$ cat src/rtl/riscv_pkg.sv
// Shared RV32I pipeline definitions: datapath width, ResultSrc encodings,
// field widths, and the packed control bundle carried by the ID/EX and EX/MEM registers.
// No ports; imported by the pipeline registers.
package riscv_pkg;

  localparam int XLEN      = 32;
  localparam int ALU_CTL_W = 3;
  localparam int REG_IDX_W = 5;

  localparam logic [1:0] RES_ALU = 2'b00;
  localparam logic [1:0] RES_MEM = 2'b01;
  localparam logic [1:0] RES_PC4 = 2'b10;

  typedef struct packed {
    logic                 reg_write;
    logic                 mem_write;
    logic                 jump;
    logic                 branch;
    logic                 alu_src;
    logic [1:0]           result_src;
    logic [ALU_CTL_W-1:0] alu_control;
  } ctrl_t;

  localparam int CTRL_W = $bits(ctrl_t);

  // All-zero bundle: no write, no memory access, no control transfer.
  localparam ctrl_t CTRL_BUBBLE = '0;

endpackage

$ cat src/rtl/pipe_field_reg.sv
// Generic pipeline field register with async reset, synchronous clear and enable.
// Ports: clk, rst_n (async active-low), en (load d), clr (load RST_VAL, beats en), d, q.
// Latency 1 cycle; priority reset > clr > en > hold.
module pipe_field_reg #(
  parameter int               WIDTH   = 1,
  parameter logic [WIDTH-1:0] RST_VAL = '0
) (
  input  logic             clk,
  input  logic             rst_n,
  input  logic             en,
  input  logic             clr,
  input  logic [WIDTH-1:0] d,
  output logic [WIDTH-1:0] q
);

  always_ff @(posedge clk or negedge rst_n) begin
    if (!rst_n) begin
      q <= RST_VAL;
    end else if (clr) begin
      q <= RST_VAL;
    end else if (en) begin
      q <= d;
    end
  end

endmodule

$ cat src/rtl/id_ex_reg.sv
// ID/EX pipeline register: captures decoded control, operands, immediates and
// register indices from Decode and presents them to Execute one cycle later.
// Ports: clk, rst_n (async active-low), EnE (load/hold), FlushE (bubble, beats EnE),
//   *D inputs -> matching *E registered outputs, ValidD -> ValidE, BubbleCountE.
// Optional macro ID_EX_BUBBLE_CNT_EN adds a saturating count of flushed edges
// on BubbleCountE; without it BubbleCountE is tied to zero (same port list).
module id_ex_reg
  import riscv_pkg::*;
(
  input  logic                 clk,
  input  logic                 rst_n,
  input  logic                 EnE,
  input  logic                 FlushE,
  input  logic                 ValidD,
  input  logic                 RegWriteD,
  input  logic                 MemWriteD,
  input  logic                 JumpD,
  input  logic                 BranchD,
  input  logic                 ALUSrcD,
  input  logic [1:0]           ResultSrcD,
  input  logic [ALU_CTL_W-1:0] ALUControlD,
  input  logic [XLEN-1:0]      RD1D,
  input  logic [XLEN-1:0]      RD2D,
  input  logic [XLEN-1:0]      PCD,
  input  logic [XLEN-1:0]      ImmExtD,
  input  logic [XLEN-1:0]      PCPlus4D,
  input  logic [REG_IDX_W-1:0] Rs1D,
  input  logic [REG_IDX_W-1:0] Rs2D,
  input  logic [REG_IDX_W-1:0] RdD,
  output logic                 ValidE,
  output logic                 RegWriteE,
  output logic                 MemWriteE,
  output logic                 JumpE,
  output logic                 BranchE,
  output logic                 ALUSrcE,
  output logic [1:0]           ResultSrcE,
  output logic [ALU_CTL_W-1:0] ALUControlE,
  output logic [XLEN-1:0]      RD1E,
  output logic [XLEN-1:0]      RD2E,
  output logic [XLEN-1:0]      PCE,
  output logic [XLEN-1:0]      ImmExtE,
  output logic [XLEN-1:0]      PCPlus4E,
  output logic [REG_IDX_W-1:0] Rs1E,
  output logic [REG_IDX_W-1:0] Rs2E,
  output logic [REG_IDX_W-1:0] RdE,
  output logic [31:0]          BubbleCountE
);

  localparam int IDX3_W = 3 * REG_IDX_W;

  ctrl_t              ctrl_d, ctrl_q;
  logic [IDX3_W-1:0]  idx_d, idx_q;

  assign ctrl_d = '{reg_write:   RegWriteD,
                    mem_write:   MemWriteD,
                    jump:        JumpD,
                    branch:      BranchD,
                    alu_src:     ALUSrcD,
                    result_src:  ResultSrcD,
                    alu_control: ALUControlD};

  assign idx_d = {Rs1D, Rs2D, RdD};

  // Bubble value equals reset value (all zero); zeroed indices keep the
  // hazard unit's x1..x31 compares from matching a bubble.
  pipe_field_reg #(.WIDTH(CTRL_W), .RST_VAL(CTRL_BUBBLE)) u_ctrl (
    .clk(clk), .rst_n(rst_n), .en(EnE), .clr(FlushE), .d(ctrl_d), .q(ctrl_q));

  pipe_field_reg #(.WIDTH(XLEN)) u_rd1 (
    .clk(clk), .rst_n(rst_n), .en(EnE), .clr(FlushE), .d(RD1D), .q(RD1E));

  pipe_field_reg #(.WIDTH(XLEN)) u_rd2 (
    .clk(clk), .rst_n(rst_n), .en(EnE), .clr(FlushE), .d(RD2D), .q(RD2E));

  pipe_field_reg #(.WIDTH(XLEN)) u_pc (
    .clk(clk), .rst_n(rst_n), .en(EnE), .clr(FlushE), .d(PCD), .q(PCE));

  pipe_field_reg #(.WIDTH(XLEN)) u_imm (
    .clk(clk), .rst_n(rst_n), .en(EnE), .clr(FlushE), .d(ImmExtD), .q(ImmExtE));

  pipe_field_reg #(.WIDTH(XLEN)) u_pc4 (
    .clk(clk), .rst_n(rst_n), .en(EnE), .clr(FlushE), .d(PCPlus4D), .q(PCPlus4E));

  pipe_field_reg #(.WIDTH(IDX3_W)) u_idx (
    .clk(clk), .rst_n(rst_n), .en(EnE), .clr(FlushE), .d(idx_d), .q(idx_q));

  pipe_field_reg #(.WIDTH(1)) u_valid (
    .clk(clk), .rst_n(rst_n), .en(EnE), .clr(FlushE), .d(ValidD), .q(ValidE));

  assign RegWriteE   = ctrl_q.reg_write;
  assign MemWriteE   = ctrl_q.mem_write;
  assign JumpE       = ctrl_q.jump;
  assign BranchE     = ctrl_q.branch;
  assign ALUSrcE     = ctrl_q.alu_src;
  assign ResultSrcE  = ctrl_q.result_src;
  assign ALUControlE = ctrl_q.alu_control;
  assign {Rs1E, Rs2E, RdE} = idx_q;

`ifdef ID_EX_BUBBLE_CNT_EN
  logic [31:0] bubble_cnt;

  // Counts every flushed edge regardless of EnE; sticks at all-ones.
  always_ff @(posedge clk or negedge rst_n) begin
    if (!rst_n) begin
      bubble_cnt <= 32'h0;
    end else if (FlushE && (bubble_cnt != 32'hFFFF_FFFF)) begin
      bubble_cnt <= bubble_cnt + 32'h1;
    end
  end

  assign BubbleCountE = bubble_cnt;
`else
  assign BubbleCountE = 32'h0;
`endif

endmodule

$ cat config.mk
export PLATFORM = sky130hd
export DESIGN_NAME = id_ex_reg
export DESIGN_NICKNAME = d
export VERILOG_FILES = /design/src/rtl/riscv_pkg.sv /design/src/rtl/pipe_field_reg.sv /design/src/rtl/id_ex_reg.sv
export SDC_FILE = /design/constraint.sdc
export NUM_CORES = 1
export LEC_CHECK = 0
export BUFFER_PORTS_ARGS = -buffer_cell sky130_fd_sc_hd__buf_2
export CORE_AREA = 2 2 158 160
export DETAILED_ROUTE_END_ITERATION = 8
export DIE_AREA = 0 0 160 162
export SLEW_MARGIN = 40
export SYNTH_ARGS = -nofsm -noshare
export SYNTH_HDL_FRONTEND = slang
export SYNTH_SLANG_ARGS = --single-unit
$ cat constraint.sdc
create_clock -name clk -period 0.8 [get_ports clk]
set_input_delay 0.16 -clock clk [delete_from_list [all_inputs] [get_ports clk]]
set_output_delay 0.16 -clock clk [all_outputs]
set_load 0.005 [all_outputs]
==> metrics.md, run 1 <==
| Metric | Value |
|---|---|
| Maximum VDD drop | 1.24 mV |
| CP max FO | 2 |
| Synth Area in XOR/XNOR | 0% |
| GRT Total Usage | 18.4% |
| Power per cell area | 1710 mW/mm^2 |
| Syn Std Cell Area | 0.00783 mm^2 |
| Area Overhead vs Synth | 68.9% |
| Reg2reg end | u_rd1.q[1] |
| Mapped Cells | 633 |
| Worst-path clk slew | 0.08 ns |
| Register share of total power | 45.1% |
| Mean Syn Cell Area | 12.4 um^2 |
| DR WL/cell | 15.4 um |
| Failing checks | setup timing |
| CTS tree | yes |
| Clock Sinks | 186 |
| CP endpoint | Rs1E[3] |
| Fill cells | 2066 |
| Hold Crit Class | in2reg |
| Post-Route WL | 24900 um |
| Comb power frac | 17.8% |
| CP max-delay cell | dfrtp_1 |
| Commonest non-fill, non-tap cell in the layout | buf_2 |
| FP Rows | 57 |
| Clock power share | 37.1% |
| CP Depth | 1 |
| CP delay by family, top | flip-flops |
| Largest family of logic cells by synthesized area | multiplexers |
| Internal | 16.7 mW |
| Final #Nets | 1475 |
| Final setup violation count | 231 |
| Core area | 0.0241 mm^2 |
| Switch share | 26.5% |
| Compound-gate portion of the synthesized area | 0% |
| LEAKAGE | 7.43 nW |
| Power, Total | 22.7 mW |
| Final hold vios | 0 |
| Initial antenna violation count | 0 |
| Final WS setup | -0.362 ns |
| Via count | 6997 |
| Diodes inserted | 0 |
| Final max-slew violation count | 0 |
| CTS root buf | clkbuf_16 |
| Fin crit share | 145% |
| Yosys reg bits | 186 |
| Worst r2r src | u_rd1.q[1] |
| DR pass1 iterations | 5 |
| Largest net degree at the start of global routing | 51 |
| Dpl ws | -0.262 ns |
| Seq/Total Area, Yosys | 59.5% |
| Max layer used | met4 |
| Placed instance count | 1326 |
| Adder-cell area share of the yosys netlist | 0% |
| Worst Skew | 0 ns |
| Wl on met1 | 9950 um |
| Global placer's final weighted congestion | 0.803 |
| GR Overflow Total | 0 |
| Req. time, crit path | 0.64 ns |
| Final routed DRC violation total | 0 |
| DIE AREA | 0.0259 mm^2 |
| H-tree levels | 4 |
| Starting Density | 32.5% |
| Starting DRT DRC Count | 361 |
| First-pass GRT wire length | 38100 um |
| Worst Setup End Kind | output port |
| CTS Buf Count | 17 |
| Mux contribution to synthesized area | 23.8% |
| Yosys warnings | 0 |
| Port-buffer cells | 375 |
| Layout cell share with drive strength beyond 1 | 41.1% |
| CP arrival | 1.00 ns |
| Wire length on met3 | 1210 um |
| Clock buffer depth | 2 |
| CP Cell Sequence | buf_2 |
| CP Buf/Inv Count | 1 |
| Crit path from | u_idx.q[13] |
| Worst reg-to-reg setup slack | -0.12 ns |
| Worst setup SP type | register |
| Status | finished with violations |
| CP max stage delay | 0.43 ns |
| Clk_lat worst skew | 0.42 ns |
| I/O pins | 408 |
| Library cells used by synthesis | 10 |
| Avg Vias per Cell | 4.31 |
| Final HPWL DP | 15700 um |
| Number of global-route vias before repair | 7226 |
| Tmin final | 1.16 ns |
| RSZ-0062 raised after global routing | true |
| Max_cap viols | 0 |
| Worst reg2reg path depth | 4 |
| Most frequent cells in the layout | buf_2, nor2_1, dfrtp_1 |
| Crit path kind | reg2out |
| Simple-gate share of the synthesized area | 8.92% |
| Die Ht | 162 um |
| Routed met2 length | 13100 um |
| Fmax | 861 MHz |
| Die X | 160 um |
| Fin cells | 1622 |
| Final ANT Viol Nets | 0 |
| Net load switching power | 6.00 mW |
==> worst reg2reg max path, stage by stage, from the launching register on <==
cell     delay [ns]
dfrtp_1        0.40
buf_6          0.12
buf_6          0.10
mux2i_1        0.13
nor2_1         0.07
==> stage by stage <==
stage	area [um^2]	util, %	hold slack [ns]	setup TNS [ns]
after CTS	12700	52.6	0.000731	-59.72
final	13200	54.8	0.0119	-56.56
after detailed placement	10100	41.8	-0.00157	-38.27
after global routing	13200	54.8	0.0117	-68.59
after floorplan	7970	-	-0.136	-12.66
after global placement	10100	41.8	0.00221	-36.28
==> flip-flops by register name (all words and copies together) (netlist names) <==
signal     count
u_ctrl.q      10
u_idx.q       15
u_imm.q       32
u_pc4.q       32
u_rd1.q       32
u_rd2.q       32
u_valid.q      1
u_pc.q        32
==> per-layer routing <==
| metal | GRT usage, % | vias to the layer above |
|---|---|---|
| met5 | 0 | - |
| met4 | 7.58 | 0 |
| met3 | 3.83 | 54 |
| met2 | 32.5 | 240 |
| met1 | 21.8 | 3374 |
| li1 | - | 3329 |
==> worst min-delay path by stage <==
| stage | from | to | slack [ns] | cells past startpoint |
|---|---|---|---|---|
| 6_report | ImmExtD[8] | u_imm.q[8] | 0.01 | 3 |
| 5_1_grt | RD2D[23] | u_rd2.q[23] | 0.01 | 3 |
| 4_1_cts | RD2D[13] | u_rd2.q[13] | 0.0007 | 3 |
| 3_5_place_dp | rst_n | u_ctrl.q[6] | -0.002 | 1 |
| 3_3_place_gp | rst_n | u_rd1.q[21] | 0.002 | 1 |
| 2_1_floorplan | rst_n | u_ctrl.q[0] | -0.14 | 0 |
==> cell type report <==
type	instances	area, um^2	share of cell area [%]
multi-input cells	404	2700	20.5
well taps	324	405	3.07
clock inverters	12	120	0.908
repair buffers	676	4870	36.8
flip-flops and latches	186	4650	35.2
clock buffers	20	467	3.53
==> cells in the mapped netlist <==
master | instances | area share [%]
clkbuf_1 | 6 | 0.29
dfrtp_1 | 186 | 59
nor2_1 | 186 | 8.9
buf_1 | 3 | 0.14
buf_2 | 12 | 0.77
conb_1 | 1 | 0.048
mux2i_1 | 186 | 24
buf_6 | 1 | 0.14
buf_8 | 15 | 2.9
buf_4 | 37 | 3.5
==> timing repair <==
action | 4_1_cts | 5_1_grt
pin swaps | 0 | 23
hold buffers | 178 | 0
hold endpoints to repair | 363 | 0
gates resized for setup | 1 | 30
setup endpoints to repair | 186 | 217
setup buffers | 30 | 70
==> logic make-up after synthesis <==
| group | after synthesis |
|---|---|
| buffers and inverters | 74 |
| DFF | 186 |
| muxes | 186 |
| other | 1 |
| and+or+nand+nor | 186 |
==> power groups by stage <==
stage          registers, mW  clock network, mW  logic (mW)
6_report                10.2               8.39        4.04
5_1_grt                 10.3               9.02        4.41
4_1_cts                 10.2               8.65        3.71
3_5_place_dp            10.4                  0        2.88
3_3_place_gp            10.4                  0        2.85
2_1_floorplan           10.4                  0        1.40
Note: power is estimated with default switching activity, not from simulation.
==> inputs of run 2 (changes only) <==
Settings changed: RECOVER_POWER from default to 50.
Clock period 0.8 ns to 1.45 ns, I/O delays scaled along.
==> run 2 against run 1 <==
Against the previous run:
- the flow now finishes without violations
- non-clock buffer count shrank 265
- combinational power shrank 62%
- sequential power shrank 45%
- clock power shrank 44%
- register-to-register slack gained 0.85 ns
- hold slack gained 0.096 ns
- die area is the same
==> metrics.md, run 2 (same netlist as run 1, synthesis figures left out) <==
| Metric | Value |
|---|---|
| Status | completed |
| Maximum VDD drop | 0.556 mV (-55%) |
| Crit path from | EnE |
| Final WS setup | 0.191 ns (+0.553 ns) |
| Clk_lat worst skew | 0.42 ns (about the same) |
| Reg2reg end | u_rd2.q[7] |
| GRT Total Usage | 15.7% (-2.7 points) |
| Commonest non-fill, non-tap cell in the layout | buf_2 |
| Clock buffer depth | 2 (unchanged) |
| CP delay by family, top | buffers and inverters |
| Worst Skew | 0 ns (unchanged) |
| CTS Buf Count | 17 (unchanged) |
| DR WL/cell | 15.1 um (-1.7%) |
| Post-Route WL | 20500 um (-18%) |
| Worst setup SP type | input port |
| DIE AREA | 0.0259 mm^2 (unchanged) |
| Number of global-route vias before repair | 5884 (-19%) |
| Worst reg2reg path depth | 2 (-2) |
| Die X | 160 um (unchanged) |
| FP Rows | 57 (unchanged) |
| I/O pins | 408 (unchanged) |
| Via count | 5849 (-16%) |
| DR pass1 iterations | 4 (-1) |
| Post CTS Setup Buffer Count | 0 (-100%) |
| Worst Setup End Kind | register |
| CP endpoint | u_rd1.q[1] |
| First-pass GRT wire length | 32200 um (-16%) |
| CP Cell Sequence | buf_2 -> buf_4 -> mux2i_1 -> nor2_1 |
| Final setup TNS | 0 ns (+56.56 ns) |
| Slew @ Worst Pin | 0.841 ns |
| Clock power share | 39.6% (+2.5 points) |
| Worst-path clk slew | 0.08 ns (about the same) |
| Req. time, crit path | 1.75 ns (+1.11 ns) |
| Final hold vios | 0 (unchanged) |
| Core area | 0.0241 mm^2 (unchanged) |
| Fin cells | 1358 (-16%) |
| CP Buf/Inv Count | 2 (+1) |
| Fmax | 795 MHz |
| Avg Vias per Cell | 4.31 (-0.16%) |
| Fin crit share | 86.8% |
| CP arrival | 1.55 ns (+0.55 ns) |
| Final max-slew violation count | 0 (unchanged) |
| Max_cap viols | 0 (unchanged) |
| CP max-delay cell | buf_2 |
| WHS | 0.108 ns (+0.0958 ns) |
| Clock Sinks | 186 (unchanged) |
| Dpl ws | 0.195 ns (+0.457 ns) |
| Power per cell area | 1120 mW/mm^2 (-35%) |
| Most frequent cells in the layout | buf_2, mux2i_1, nor2_1, dfrtp_1, conb_1 |
| Starting DRT DRC Count | 267 (-26%) |
| H-tree levels | 4 (unchanged) |
| RSZ-0062 raised after global routing | false |
| Area Overhead vs Synth | 35.7% |
| PostCTS Resize Cnt | 0 (-1) |
| Starting Density | 32.5% (unchanged) |
| CTS root buf | clkbuf_16 |
| Crit path kind | in2reg |
| Die Ht | 162 um (unchanged) |
| Comb power frac | 13.0% (-4.8 points) |
| CP max FO | 23 (+21) |
| Layout cell share with drive strength beyond 1 | 41.9% (+0.78 points) |
| Worst reg-to-reg setup slack | 0.73 ns (+0.85 ns) |
| CTS tree | yes |
| Switch share | 26.3% (-0.14 points) |
| Placed instance count | 1324 (-0.15%) |
| Max-slew headroom | 43.9% |
| CP max stage delay | 0.64 ns (+0.21 ns) |
| Port-buffer cells | 375 (unchanged) |
| Tmin final | 1.26 ns |
| GR Overflow Total | 0 (unchanged) |
| Util after Layout | 44.1% (-11 points) |
| LEAKAGE | 6.19 nW (-17%) |
| Final ANT Viol Nets | 0 (unchanged) |
| Final setup violation count | 0 (-100%) |
| CP Depth | 4 (+3) |
| Register share of total power | 47.4% (+2.3 points) |
| Net load switching power | 3.13 mW (-48%) |
| Global placer's final weighted congestion | 0.808 (+0.61%) |
| Worst r2r src | u_rd2.q[7] |
| Internal | 8.75 mW (-47%) |
| Initial antenna violation count | 1 (+1) |
| Final #Nets | 1210 (-18%) |
| Hold Crit Class | in2reg |
| Final HPWL DP | 15400 um (-1.6%) |
| Final routed DRC violation total | 0 (unchanged) |
| Largest net degree at the start of global routing | 77 (+51%) |
==> run 2: cell types whose count changed in the layout (fill, tap and decap cells not counted), sizes merged <==
| cell | before | now |
|---|---|---|
| dlygate4sd3 | 178 | 1 |
| buf | 498 | 401 |
| clkbuf | 20 | 28 |
| bufinv | 0 | 1 |
| diode | 0 | 1 |
==> run 2: worst min path at each step <==
stage,startpoint,endpoint,slack [ns],cells after the start
after floorplan,rst_n,u_ctrl.q[0],-0.006,0
after global placement,rst_n,u_rd1.q[26],0.24,1
after detailed placement,rst_n,u_rd1.q[27],0.24,1
after CTS,PCPlus4D[11],u_pc4.q[11],0.09,3
after global routing,ALUControlD[2],u_ctrl.q[2],0.1,3
final,PCPlus4D[11],u_pc4.q[11],0.11,3
==> run 2: routing by layer <==
layer | wire length (um) | vias to the layer above | GRT usage [%]
li1 | - | 2797 | -
met1 | 8580 | 2809 | 19.9
met2 | 10300 | 218 | 26.0
met3 | 1180 | 25 | 3.78
met4 | 438 | 0 | 5.94
met5 | 0 | - | 0
==> run 2: repair_timing <==
item,4_1_cts,5_1_grt
endpoints found under the hold margin,24,0
endpoints found under the setup margin,0,0
hold buffers,1,0
==> run 2: worst min-delay path, stage by stage <==
cell	delay, ns
buf_2	0.07
mux2i_1	0.05
nor2_1	0.08
==> run 2: through the flow <==
| step | instance area, um^2 | total power, mW |
|---|---|---|
| finish | 10600 | 11.9 |
| global route | 10600 | 12.5 |
| CTS | 10700 | 12.1 |
| detailed placement | 10100 | 7.31 |
| global placement | 10100 | 7.29 |
| floorplan | 7940 | 6.51 |
==> run 2: power by group through the flow <==
stage / Sequential (mW) / Clock (mW) / Combinational [mW]
after detailed placement: 5.72 / 0 / 1.59
after floorplan: 5.75 / 0 / 0.763
after global routing: 5.66 / 5.10 / 1.72
final: 5.63 / 4.71 / 1.55
after global placement: 5.72 / 0 / 1.57
after CTS: 5.63 / 4.85 / 1.59
==> run 2: final cells by class <==
class	instances	area [um^2]
Antenna cell	1	2.50
Clock buffer	19	443
Clock inverter	13	150
Fill cell	2362	13500
Multi-Input combinational cell	404	2680
Sequential cell	186	4650
Tap cell	324	405
Timing Repair Buffer	411	2290
